### src/rtl/mux_pkg.sv
// Shared constants for the pipelined N-way mux.
//   SEL_BINARY / SEL_ONEHOT : select encoding for the ONEHOT parameter
//   EMPTY / ONE / TWO       : buffer occupancy states of pipe_muxn
package mux_pkg;

    localparam int SEL_BINARY = 0;
    localparam int SEL_ONEHOT = 1;

    typedef logic [1:0] state_t;

    localparam state_t EMPTY = 2'd0;
    localparam state_t ONE   = 2'd1;
    localparam state_t TWO   = 2'd2;

endpackage

### src/rtl/muxn.sv
// Combinational N-way selector with illegal-select detect.
//   d_i       : N flattened inputs, input k at [k*WIDTH +: WIDTH]
//   s_i       : select, binary or one-hot depending on ONEHOT
//   y_o       : selected input
//   illegal_o : select is out of range (binary) or not exactly one bit set (one-hot)
module muxn import mux_pkg::*; #(
    parameter int WIDTH  = 8,
    parameter int N      = 4,
    parameter int ONEHOT = SEL_BINARY,
    parameter int SW     = (ONEHOT == SEL_ONEHOT) ? N : $clog2(N)
) (
    input  logic [N*WIDTH-1:0] d_i,
    input  logic [SW-1:0]      s_i,
    output logic [WIDTH-1:0]   y_o,
    output logic               illegal_o
);

    if (ONEHOT == SEL_ONEHOT) begin : g_onehot
        // Scan from the top so the lowest set bit wins; no bit set falls back to d0.
        always_comb begin
            y_o = d_i[WIDTH-1:0];
            for (int k = N - 1; k >= 0; k--) begin
                if (s_i[k]) begin
                    y_o = d_i[k*WIDTH +: WIDTH];
                end
            end
            illegal_o = ($countones(s_i) != 1);
        end
    end else begin : g_binary
        // Anything at or beyond N-1 clamps to the last input.
        always_comb begin
            y_o       = d_i[(N-1)*WIDTH +: WIDTH];
            illegal_o = 1'b1;
            for (int k = 0; k < N; k++) begin
                if (s_i == SW'(k)) begin
                    illegal_o = 1'b0;
                    if (k < N - 1) begin
                        y_o = d_i[k*WIDTH +: WIDTH];
                    end
                end
            end
        end
    end

endmodule

### src/rtl/pipe_muxn.sv
// Pipelined N-way mux with a 2-entry (main + skid) output buffer.
//   clk, reset          : rising-edge clock, synchronous active-high reset
//   d, s                : flattened data inputs and select for the current beat
//   in_valid, in_ready  : input handshake (in_ready is registered)
//   flush               : drop all buffered beats, including one accepted this cycle
//   y, out_valid        : oldest buffered beat (held while stalled)
//   out_ready           : downstream accepts y
//   sel_err             : sticky illegal-select flag, cleared only by reset
module pipe_muxn import mux_pkg::*; #(
    parameter int WIDTH  = 8,
    parameter int N      = 4,
    parameter int ONEHOT = SEL_BINARY,
    parameter int SW     = (ONEHOT == SEL_ONEHOT) ? N : $clog2(N)
) (
    input  logic               clk,
    input  logic               reset,
    input  logic [N*WIDTH-1:0] d,
    input  logic [SW-1:0]      s,
    input  logic               in_valid,
    output logic               in_ready,
    input  logic               flush,
    output logic [WIDTH-1:0]   y,
    output logic               out_valid,
    input  logic               out_ready,
    output logic               sel_err
);

    state_t             state_q, state_d;
    logic [WIDTH-1:0]   main_q, main_d;
    logic [WIDTH-1:0]   skid_q, skid_d;
    logic               sel_err_q, sel_err_d;
    logic               in_ready_q;
    logic [WIDTH-1:0]   sel_data;
    logic               sel_illegal;
    logic               accept;

    muxn #(
        .WIDTH  (WIDTH),
        .N      (N),
        .ONEHOT (ONEHOT),
        .SW     (SW)
    ) u_muxn (
        .d_i       (d),
        .s_i       (s),
        .y_o       (sel_data),
        .illegal_o (sel_illegal)
    );

    // Masked by reset so the port reads 0 during reset yet 1 as soon as it drops.
    assign in_ready  = in_ready_q & ~reset;
    assign accept    = in_valid & in_ready;
    assign y         = main_q;
    assign out_valid = (state_q != EMPTY);
    assign sel_err   = sel_err_q;

    always_comb begin
        state_d   = state_q;
        main_d    = main_q;
        skid_d    = skid_q;
        sel_err_d = sel_err_q | (accept & sel_illegal);

        case (state_q)
            EMPTY: begin
                if (accept) begin
                    main_d  = sel_data;
                    state_d = ONE;
                end
            end
            ONE: begin
                if (accept && out_ready) begin
                    main_d = sel_data;
                end else if (accept) begin
                    skid_d  = sel_data;
                    state_d = TWO;
                end else if (out_ready) begin
                    state_d = EMPTY;
                end
            end
            TWO: begin
                if (out_ready) begin
                    main_d  = skid_q;
                    state_d = ONE;
                end
            end
            default: state_d = EMPTY;
        endcase

        // Flush wins: buffers keep their contents so y does not move while out_valid is low.
        if (flush) begin
            state_d = EMPTY;
            main_d  = main_q;
            skid_d  = skid_q;
        end
    end

    always_ff @(posedge clk) begin
        if (reset) begin
            state_q    <= EMPTY;
            main_q     <= '0;
            skid_q     <= '0;
            sel_err_q  <= 1'b0;
            in_ready_q <= 1'b1;
        end else begin
            state_q    <= state_d;
            main_q     <= main_d;
            skid_q     <= skid_d;
            sel_err_q  <= sel_err_d;
            in_ready_q <= (state_d != TWO);
        end
    end

endmodule

### config.mk
export PLATFORM = sky130hd
export DESIGN_NAME = pipe_muxn
export DESIGN_NICKNAME = d
export VERILOG_FILES = /design/src/rtl/mux_pkg.sv /design/src/rtl/muxn.sv /design/src/rtl/pipe_muxn.sv
export SDC_FILE = /design/constraint.sdc
export NUM_CORES = 1
export LEC_CHECK = 0
export ABC_AREA = 1
export CAP_MARGIN = 5
export CORE_MARGIN = 4
export CORE_UTILIZATION = 46
export DETAILED_ROUTE_END_ITERATION = 12
export GPL_TIMING_DRIVEN = 1
export PLACE_DENSITY = 0.83
export SYNTH_ARGS = -nofsm -noshare
export SYNTH_HDL_FRONTEND = slang
export SYNTH_HIERARCHICAL = 1
export SYNTH_SLANG_ARGS = --single-unit
### constraint.sdc
create_clock -name clk -period 3 [get_ports clk]
set_input_delay 0.6 -clock clk [delete_from_list [all_inputs] [get_ports clk]]
set_output_delay 0.6 -clock clk [all_outputs]
set_load 0.05 [all_outputs]
======== After elaboration in Yosys (flattened, before gate mapping) ========
Cells that the tools add are included.
storage, ports and cells
  flip-flop bits (word level) ............. 20
  input bits .............................. 39
  output and inout port bits .............. 11
  logic and storage cells ................. 46
operators by class
  equality and inequality tests ........... 9
  muxes and demuxes ....................... 18
  bitwise gates (word level) .............. 7
  reduce and logical (&&, ||, !) cells .... 7
operators with widths
  cell                number
  $mux 8              6
  $pmux 8 s3          1
  $mux 2              6
  $ne 2x2->1 const B  4
  $eq 2x2->1 const B  3
  $pmux 2 s3          1
  $reduce_and 5->1    1
  $eq 2x1->1 const B  2
  $logic_not 2->1     2
  $mux 1              4
  $reduce_and 4->1    1
  $and 1x1->1         3
  $not 1->1           3
  $reduce_bool 3->1   1
  $reduce_bool 2->1   1
  $logic_and 1x1->1   1
  $or 1x1->1          1

======== Depth between registers and ports, before layout ========
  depth after elaboration ................. 8
  gate-level depth with buffers ........... 13
  gate-level depth less buffers ........... 11

======== Cells and area by module ========
Netlist, hierarchy kept.
by module, submodules not included
  module     times used  cells each  area each (um2)
  pipe_muxn  1           142         969.7
  muxn       1           73          340.3

======== Worst setup path after synthesis ========
No wires, ideal clock.
  kind .................................... in2out
  from .................................... in reset
  to ...................................... out in_ready
  data arrival time ....................... 1.254 ns
  data required time ...................... 2.400 ns
  path slack .............................. 1.146 ns
  stages on the path ...................... 1
  buffers on the path ..................... 0
  path through ............................ nor2_1
between the ends
  cells in the longest elaborated chain, start to end .. 2
RTL lines
  element          RTL line         RTL
  start, declared  pipe_muxn.sv:16  input logic reset,
  $not 1->1        pipe_muxn.sv:50  assign in_ready = in_ready_q & ~reset;
  $and 1x1->1      pipe_muxn.sv:50
  end, declared    pipe_muxn.sv:20  output logic in_ready,
Every way passes these cells.

======== Worst setup path after layout ========
Same ends and word-level chain as after synthesis.

==> flow_summary.ini <==
[power]
vdd_drop_max_mv = 0.286
sw_frac_of_total = 0.308
powerDensity_nw_per_um2 = 353
power_frac_clock = 0.251
p_sw_uw = 196
seqPwrFrac = 0.438
leakagePower_uw = 0.000861
intPower_uw = 440
power_frac_comb = 0.311

[critical_path]
crit_required_ps = 2400
path_max_fanout = 4
slowest_delay_ps = 800
r2r-start = state_q[1]
cp-end-kind = primary output
reg2reg_to = skid_q[2]
startpoint = reset
worstPathArrival_ps = 2000
start_kind = input port
rrSetupSlack_ps = 1810
cp_slowest_cell = clkdlybuf4s50_1
path_cells = clkdlybuf4s50_1 -> nor2_1 -> clkdlybuf4s50_1
r2r_cells = 6
critPathKind = in2out
crit_path_end = in_ready
crit_top_cell = clkdlybuf4s50_1

[route]
drtAntennaViolNets = 0
post-route-drc-count = 0
drt-initial-drc-count = 22
totalWireLength_um = 2650
vias_per_cell = 4.45
first_pass_iters = 3
vias = 1299
routedWlPerCell_um = 9.09

[synthesis]
syn_nets = 254
syn_avg_cell_area_um2 = 6.09
synth_top_area_share = 0.306
syn_area_um2 = 1310
ys_seq_area_frac = 0.306
ys_warn_count = 6
synthCells = 215
synth_area_leaders = dfxtp_1 (31%), nand2_1 (16%), nor2_1 (13%)
ys_ff_latch = 20
yosysUniqueCellTypes = 21
synth_top_area_cell = dfxtp_1

[placement]
dpl_cell_area_um2 = 1770
dp_slack_ps = 393
hpwl_um = 2170
portBuffers = 49
gp_congestion = 0.728
dp_cells = 288

[layout]
antennaDiodeCount = 0
final_common_cell = nand2_1
finalInstanceArea_um2 = 1800
utilization = 0.660
final_layout_size_suffix_gt1_frac = 0.0920
areaGrowthSynthToFinish_pct = 37.7
layout_common_cells = nand2_1 (56), clkdlybuf4s50_1 (49), nor2_1 (45), inv_1 (22), dfxtp_1 (20)
finalNetCount = 301
fin_cells = 292

[global_routing]
grt_usage = 0.156
grt_pass1_vias = 1103
gr-total-overflow = 0
grt_max_degree = 20
grt_antenna_before_repair = 0
grt_pass1_wl_um = 4520

[clock_network]
cts_hold_buf = 0
post_cts_buffers = 0
path_clk_slew_ps = 110
ctsResizeCount = 0
cts_buffer_depth = 2
cts_made_buffers = 3
root_buffer = clkbuf_4
htreeDepth = 1
cts.sinks = 20
insertion_delay_ps = 300
cts_tree = built

[floorplan]
dieArea_um2 = 3770
die_y_um = 61.4
coreArea_um2 = 2730
row_count = 19
die_w_um = 61.4
num_io_pins = 50
initial_core_util = 0.479

[timing]
fin_ws_ps = 403
finalMaxSlewViolations = 0
setup_tns_ps = 0
hold_viol = 0
tightest_slew_ps = 585
skew_ps = 4.29
relSlewSlack = 0.609
timing.fmax_mhz = 385
rsz0062_at_grt = false
finalCritPeriodShare = 0.866
finalCriticalPeriod_ps = 2600
finalSetupViolCount = 0

[outcome]
outcome = complete, no violations

[flow_run]
drv_cap = 0

[worst_hold_path]
hold_class = reg2reg
[layout make-up]
cell class / count / area, um2
timing repair buffer: 49 / 490
clock buffer: 4 / 36.3
tap: 31 / 38.8
sequential: 20 / 400
inverter: 31 / 119
fill: 247 / 930
multi-input combinational: 157 / 719
[per-stage QoR]
step           hold WS [ps]  total power [uW]
2_1_floorplan           429               407
3_3_place_gp            437               481
3_5_place_dp            445               484
4_1_cts                 462               643
5_1_grt                 488               680
6_report                458               637
[registers in the layout, indices dropped and copies added (netlist names)]
register and cells:
sel_err 1, skid_q 8, state_q 2, in_ready_q 1, y 8
[routing by layer]
metal | GRT usage | wire, um | share of wire
met1 | 0.200 | 1250 | 0.47
met2 | 0.260 | 1200 | 0.45
met3 | 0.0273 | 160 | 0.060
met4 | 0.0636 | 42 | 0.016
met5 | 0 | 0 | 0
[how the worst min path moves through the flow]
stage,startpoint,to,slack [ps],cells past startpoint
2_1_floorplan,skid_q[0],skid_q[0],430,2
4_1_cts,skid_q[7],skid_q[7],460,2
6_report,skid_q[7],skid_q[7],460,2
3_3_place_gp,skid_q[1],skid_q[1],440,2
3_5_place_dp,skid_q[0],skid_q[0],440,2
5_1_grt,skid_q[3],skid_q[3],490,2
[cell usage after synthesis, drive strengths merged]
| library cell | count |
|---|---|
| dfxtp | 20 |
| nand2 | 61 |
| nand3 | 18 |
| conb | 1 |
| nor2 | 48 |
| inv | 31 |
| buf | 7 |
| a21oi | 10 |
| o21ai | 18 |
| nand4 | 1 |
[cell families after synthesis]
family | synth area share
simple gates | 0.439
compound gates | 0.107
flops | 0.306
buf+inv | 0.145
other cells | 0.00286
[critical path: cells and delay by family]
family / cells / cell delay, ps
and+or+nand+nor: 1 / 120
buffers and inverters: 2 / 1270
[power by group through the flow]
stage / Sequential [uW] / Combinational (uW) / Clock, uW
after floorplan: 313 / 94.0 / 0
after global placement: 285 / 197 / 0
after detailed placement: 285 / 199 / 0
after CTS: 279 / 199 / 164
after global routing: 280 / 218 / 182
final: 279 / 198 / 160
Note: power is estimated with default switching activity, not from simulation.
